[config.mk]
export PLATFORM = sky130hd
export DESIGN_NAME = branch_redirect_ctrl
export DESIGN_NICKNAME = d
export VERILOG_FILES = /design/src/rtl/branch_redirect_ctrl_pkg.sv /design/src/rtl/branch_redirect_ctrl_sat_counter.sv /design/src/rtl/branch_redirect_ctrl.sv
export SDC_FILE = /design/constraint.sdc
export NUM_CORES = 1
export LEC_CHECK = 0
export BUFFER_PORTS_ARGS = -buffer_cell sky130_fd_sc_hd__buf_2
export CORE_MARGIN = 2
export CORE_UTILIZATION = 45
export CTS_CLUSTER_SIZE = 30
export DETAILED_ROUTE_END_ITERATION = 16
export PLACE_DENSITY_LB_ADDON = 0.08
export SLEW_MARGIN = 10
export SYNTH_ARGS = -nofsm -noshare
export SYNTH_HDL_FRONTEND = slang
export SYNTH_SLANG_ARGS = --single-unit
[constraint.sdc]
create_clock -name clk -period 2.2 [get_ports clk]
set_input_delay 0.44 -clock clk [delete_from_list [all_inputs] [get_ports clk]]
set_output_delay 0.44 -clock clk [all_outputs]
set_load 0.02 [all_outputs]
[src/rtl/branch_redirect_ctrl_pkg.sv]
// Shared definitions for the branch redirect controller.
//   - state_e     : controller state encoding (IDLE / REDIRECT / FLUSH)
//   - ALIGN_MASK  : low PC bits that must be zero for a legal fetch target
//   - is_word_aligned() : alignment test on the two low target bits
package branch_redirect_ctrl_pkg;

    typedef enum logic [1:0] {
        ST_IDLE     = 2'd0,
        ST_REDIRECT = 2'd1,
        ST_FLUSH    = 2'd2
    } state_e;

    localparam logic [1:0] ALIGN_MASK = 2'b11;

    function automatic logic is_word_aligned(input logic [1:0] addr_lsb);
        return ((addr_lsb & ALIGN_MASK) == 2'b00);
    endfunction

endpackage

[src/rtl/branch_redirect_ctrl_sat_counter.sv]
// Saturating up-counter used for the branch statistics.
// Ports:
//   clk  : core clock
//   rst  : asynchronous, active-high reset (clears the count)
//   inc  : add one this cycle unless already at all-ones
//   q    : current count (registered)
module sat_counter #(
    parameter int W = 16
) (
    input  logic         clk,
    input  logic         rst,
    input  logic         inc,
    output logic [W-1:0] q
);

    logic [W-1:0] q_r;

    // Count register: sticks at all-ones instead of wrapping.
    always_ff @(posedge clk or posedge rst) begin
        if (rst) begin
            q_r <= {W{1'b0}};
        end else if (inc && (q_r != {W{1'b1}})) begin
            q_r <= q_r + W'(1'b1);
        end else begin
            q_r <= q_r;
        end
    end

    assign q = q_r;

endmodule

[src/rtl/branch_redirect_ctrl.sv]
// Branch redirect controller: turns the EX-stage branch/jump decision into
// a PC redirect plus a fixed-length flush window for the IF/ID and ID/EX
// registers, squashing anything EX presents while that window is open.
// Prediction is static not-taken, so only taken control flow redirects.
// Ports:
//   clk, rst          : core clock, asynchronous active-high reset
//   ex_valid/branch/jump/cond/target : EX-stage instruction and decision
//   stall             : freezes the controller (state, window count, outputs)
//   pc_redirect       : PC mux selects redirect_pc (first window cycle)
//   redirect_pc       : registered redirect target
//   flush_if_id/id_ex : pipeline register zero strobes (whole window)
//   misalign_err      : one-cycle pulse for a taken, non word-aligned target
//   busy              : controller is in the redirect/flush window
//   br_count          : resolved conditional branches (saturating)
//   br_taken_count    : taken conditional branches (saturating)
module branch_redirect_ctrl
    import branch_redirect_ctrl_pkg::*;
#(
    parameter int XLEN         = 32,
    parameter int FLUSH_CYCLES = 2,
    parameter int CNT_W        = 16
) (
    input  logic             clk,
    input  logic             rst,
    input  logic             ex_valid,
    input  logic             ex_branch,
    input  logic             ex_jump,
    input  logic             ex_cond,
    input  logic [XLEN-1:0]  ex_target,
    input  logic             stall,
    output logic             pc_redirect,
    output logic [XLEN-1:0]  redirect_pc,
    output logic             flush_if_id,
    output logic             flush_id_ex,
    output logic             misalign_err,
    output logic             busy,
    output logic [CNT_W-1:0] br_count,
    output logic [CNT_W-1:0] br_taken_count
);

    // Window counter only has to hold FLUSH_CYCLES-1.
    localparam int CW = (FLUSH_CYCLES > 1) ? ($clog2(FLUSH_CYCLES) + 1) : 1;
    localparam logic [CW-1:0] FLUSH_RELOAD = CW'(FLUSH_CYCLES - 1);
    localparam logic [CW-1:0] CNT_ONE      = CW'(1);
    localparam logic [CW-1:0] CNT_ZERO     = CW'(0);

    state_e          state_r;
    state_e          state_next_s;
    logic [CW-1:0]   cnt_r;
    logic [CW-1:0]   cnt_next_s;
    logic [XLEN-1:0] redirect_pc_r;
    logic [XLEN-1:0] redirect_pc_next_s;
    logic            misalign_r;
    logic            misalign_next_s;
    logic            pc_redirect_r;
    logic            window_r;
    logic            take_s;
    logic            accept_s;
    logic            br_inc_s;
    logic            taken_inc_s;

    // EX qualification: EX is only looked at in IDLE and when not stalled,
    // which is what squashes wrong-path instructions inside the window.
    always_comb begin
        take_s      = ex_valid & (ex_jump | (ex_branch & ex_cond));
        accept_s    = (state_r == ST_IDLE) & ~stall;
        br_inc_s    = accept_s & ex_valid & ex_branch;
        taken_inc_s = br_inc_s & ex_cond;
    end

    // Next-state, window count, target capture and misalignment detection.
    always_comb begin
        state_next_s       = state_r;
        cnt_next_s         = cnt_r;
        redirect_pc_next_s = redirect_pc_r;
        misalign_next_s    = 1'b0;
        case (state_r)
            ST_IDLE: begin
                if (accept_s && take_s) begin
                    if (is_word_aligned(ex_target[1:0])) begin
                        redirect_pc_next_s = ex_target;
                        state_next_s       = ST_REDIRECT;
                    end else begin
                        misalign_next_s    = 1'b1;
                    end
                end else begin
                    state_next_s = ST_IDLE;
                end
            end
            ST_REDIRECT: begin
                if (stall) begin
                    state_next_s = ST_REDIRECT;
                end else if (FLUSH_CYCLES == 1) begin
                    state_next_s = ST_IDLE;
                end else begin
                    state_next_s = ST_FLUSH;
                    cnt_next_s   = FLUSH_RELOAD;
                end
            end
            ST_FLUSH: begin
                if (stall) begin
                    state_next_s = ST_FLUSH;
                end else if (cnt_r == CNT_ONE) begin
                    state_next_s = ST_IDLE;
                    cnt_next_s   = CNT_ZERO;
                end else begin
                    cnt_next_s   = cnt_r - CNT_ONE;
                end
            end
            default: begin
                state_next_s = ST_IDLE;
                cnt_next_s   = CNT_ZERO;
            end
        endcase
    end

    // State and output registers; outputs are decoded from the next state so
    // they line up with the state register without any ex_* to output path.
    always_ff @(posedge clk or posedge rst) begin
        if (rst) begin
            state_r       <= ST_IDLE;
            cnt_r         <= CNT_ZERO;
            redirect_pc_r <= {XLEN{1'b0}};
            misalign_r    <= 1'b0;
            pc_redirect_r <= 1'b0;
            window_r      <= 1'b0;
        end else begin
            state_r       <= state_next_s;
            cnt_r         <= cnt_next_s;
            redirect_pc_r <= redirect_pc_next_s;
            misalign_r    <= misalign_next_s;
            pc_redirect_r <= (state_next_s == ST_REDIRECT);
            window_r      <= (state_next_s != ST_IDLE);
        end
    end

    sat_counter #(.W(CNT_W)) u_br_cnt (
        .clk (clk),
        .rst (rst),
        .inc (br_inc_s),
        .q   (br_count)
    );

    sat_counter #(.W(CNT_W)) u_br_taken_cnt (
        .clk (clk),
        .rst (rst),
        .inc (taken_inc_s),
        .q   (br_taken_count)
    );

    assign pc_redirect  = pc_redirect_r;
    assign redirect_pc  = redirect_pc_r;
    assign flush_if_id  = window_r;
    assign flush_id_ex  = window_r;
    assign busy         = window_r;
    assign misalign_err = misalign_r;

endmodule

==> impl_metrics.yaml <==
power_and_ir_drop:
  p_leak_nw: 2.01
  p_total_mw: 3.96
  p_per_area_nw_per_um2: 1000
  vdd_drop_max_mv: 0.530
drt:
  viasPerCell: 5.07
  drtIter0Drc: 88
  drt_drc_violations_left: 0
  via_count: 2270
  wl_per_cell_um: 13.5
  wl_um: 6060
  first_pass_iters: 4
  postRouteAntennaNets: 0
yosys:
  synth_cell_types: 39
  synth_adder_area_share_pct: 2.83
  synth_nets: 293
  synth_cells: 247
  synth_flop_cell: "dfrtp_1"
  synth_compound_area_share_pct: 6.03
  synthArstFlopShare_pct: 100
  ys_ff_latch: 71
  ys_warn_count: 0
  ys_seq_area_share_pct: 57.5
  synthMuxAreaShare_pct: 11.7
  synth.avg_cell_area_um2: 12.5
  synth_top_family_by_area: "simple AND/OR/NAND/NOR gates"
  synth_edf_count: 0
  synthSimpleGateAreaFrac_pct: 13.0
  syn_area_um2: 3090
  synthXorXnorAreaFrac_pct: 7.09
critical_path:
  cp.arrival_ns: 2.25
  rr_startpoint: "state_r[1]"
  r2r_cells: 7
  slowest_stage: "dfrtp_1"
  critPathLaunchType: "flop"
  max_stage_delay_ns: 0.43
  path_class: "reg2reg"
  critPathCaptureType: "flop"
  worst-path-max-fanout: 5
  r2r_slack_ns: 0.17
  crit_chain: "inv_1 > ha_1 > and4b_2 > nand2_1 > or2_1 > or3_1 > xnor2_1"
  worst_r2r_endpoint: "u_br_taken_cnt.q[9]"
  cp_data_required_time_ns: 2.42
  critPathTopFamily: "simple AND/OR/NAND/NOR gates"
  path_buf_inv: 1
timing:
  grt_setup_unrepaired: "false"
  holdWs_ns: 0.0555
  min_period_ns: 2.03
  skew_ns: 0.00731
  final.setup.tns_ns: 0
  relSlewSlack_pct: 74.2
  hold_viol: 0
  worst_pin_slew_ns: 0.385
  setup_violations: 0
  drv_slew: 0
  min_period_over_period_pct: 92.4
  clock.fmax_mhz: 492
clocking:
  clockBufferDepth: 2
  cts_root_buf: "clkbuf_8"
  postCtsSetupBuffers: 0
  cts_buffers: 9
  cts_sinks: 71
  cts_tree: "yes"
  insertion_delay_ns: 0.34
  htreeDepth: 3
  clk_pin_slew_ns: 0.08
placement:
  dpl.hpwl_um: 4430
  io_buffers: 107
  gp_congestion: 0.801
floorplan:
  initial_core_util_pct: 46.0
  rows: 30
  dieArea_um2: 7550
  core_area_um2: 6720
  ios: 108
  die_h_um: 86.9
  fp.dieW_um: 86.9
final_layout:
  fin_nets: 409
  drive_gt1_share_pct: 45.7
  diodes: 0
  synthToLayoutAreaGrowth_pct: 28.0
hold_path:
  min_path_type: "in2async"
job:
  maxCapViolCount: 0
global_route:
  grt_overflow_total: 0
  grt_pass1_vias: 2166
  gr-usage-all-layers_pct: 16.9
  grt_pass1_wl_um: 9980
  grt_max_degree: 59
  antenna_found_initial: 0
outcome:
  status: "complete, no violations"
## synthesized netlist by cell type (2+ instances only)
cell type,instances,area [um2]
dfrtp_1,71,1780
mux2_2,32,360
xnor2_1,15,131
nand3_1,14,70.1
nor2_1,13,48.8
nand2_1,12,45.0
xor2_1,10,87.6
a21oi_1,8,40.0
nand4_1,8,50.1
ha_1,7,87.6
inv_1,5,18.8
nor3_1,5,25.0
a31oi_1,4,25.0
and4_1,4,35.0
nor2b_1,4,25.0
and3_1,3,18.8
buf_2,3,15.0
buf_4,3,22.5
nor3_2,3,30.0
o21ai_0,3,15.0
a41oi_1,2,17.5
## area by class of cell
class / count / area, um2
Timing Repair Buffer: 112 / 598
Clock buffer: 9 / 124
Sequential cell: 71 / 1780
Clock inverter: 7 / 72.6
Tap cell: 80 / 100
Inverter: 5 / 22.5
Fill cell: 572 / 2760
Multi-Input combinational cell: 164 / 1260
## through the flow
step	cell area, um2	worst slack (ns)	std cells	util (%)
CTS	3950	0.135	448	58.8
detailed placement	3760	0.153	432	55.9
global placement	3760	0.204	432	55.9
global route	3960	0.0268	448	58.9
floorplan	3090	0.291	247	-
finish	3960	0.167	448	58.9
## logic make-up (layout without fill, tap and decap cells)
logic type / count (synthesis) / after routing
AO/OA/AOI/OAI: 27 / 27
flip-flops: 71 / 71
XOR/XNOR: 25 / 25
adder cells (fa/ha/maj): 7 / 7
multiplexers: 32 / 32
buffers and inverters: 12 / 133
AND/OR/NAND/NOR: 73 / 73
## routing by layer
| layer | up-vias | GRT usage (%) | share of wire [%] |
|---|---|---|---|
| met5 | - | 0 | 0 |
| met4 | 0 | 8.95 | 1.2 |
| met3 | 9 | 4.55 | 6.9 |
| met2 | 85 | 26.5 | 46 |
| met1 | 1063 | 21.5 | 46 |
| li1 | 1113 | - | - |
## flip-flops by register name (all words and copies together), names as in the netlist
register          cells
u_br_taken_cnt.q     16
pc_redirect           1
misalign_err          1
busy                  1
u_br_cnt.q           16
cnt_r                 2
state_r               2
redirect_pc          32
## placed cells by master, fill, tap and decap left out, types with 2 or more instances in the layout
cell / count
and3_1: 3
and4_1: 4
clkinvlp_4: 3
xor2_1: 10
nor2b_1: 4
mux2_2: 32
nand3_1: 14
nor3_2: 2
dfrtp_1: 71
nor2_1: 13
o21ai_0: 3
nand4_1: 8
a21oi_1: 8
buf_12: 2
buf_4: 3
nand2_1: 12
clkbuf_8: 9
ha_1: 7
xnor2_1: 15
a31oi_1: 4
inv_1: 4
nor3_1: 5
a41oi_1: 2
clkinv_2: 2
buf_2: 107
## worst reg2reg max path, stage by stage (launching register included)
cell     delay, ns
dfrtp_1       0.43
inv_1         0.12
ha_1          0.21
and4b_2       0.31
nand2_1       0.10
or2_1         0.26
or3_1         0.37
xnor2_1       0.13
## report_power, final
group / switching (mW) / internal, mW / leakage [nW]
logic: 0.692 / 0.474 / 0.986
registers: 0.188 / 1.59 / 0.924
clock network: 0.493 / 0.525 / 0.0956
## worst max path at each step
| stage | endpoint | startpoint | cells after the start | slack [ns] |
|---|---|---|---|---|
| 5_1_grt | u_br_taken_cnt.q[9] | state_r[1] | 7 | 0.03 |
| 3_3_place_gp | u_br_taken_cnt.q[9] | state_r[1] | 7 | 0.20 |
| 3_5_place_dp | u_br_taken_cnt.q[9] | state_r[1] | 7 | 0.15 |
| 6_report | u_br_taken_cnt.q[9] | state_r[1] | 7 | 0.17 |
| 2_1_floorplan | u_br_taken_cnt.q[9] | state_r[1] | 8 | 0.29 |
| 4_1_cts | u_br_taken_cnt.q[9] | state_r[1] | 7 | 0.14 |
## what timing repair did
action | in CTS | in global routing
resized for setup | 0 | 1
hold buffers | 0 | 0
setup endpoints to repair | 0 | 2
endpoints found under the hold margin | 0 | 0
Note: power is estimated with default switching activity, not from simulation.
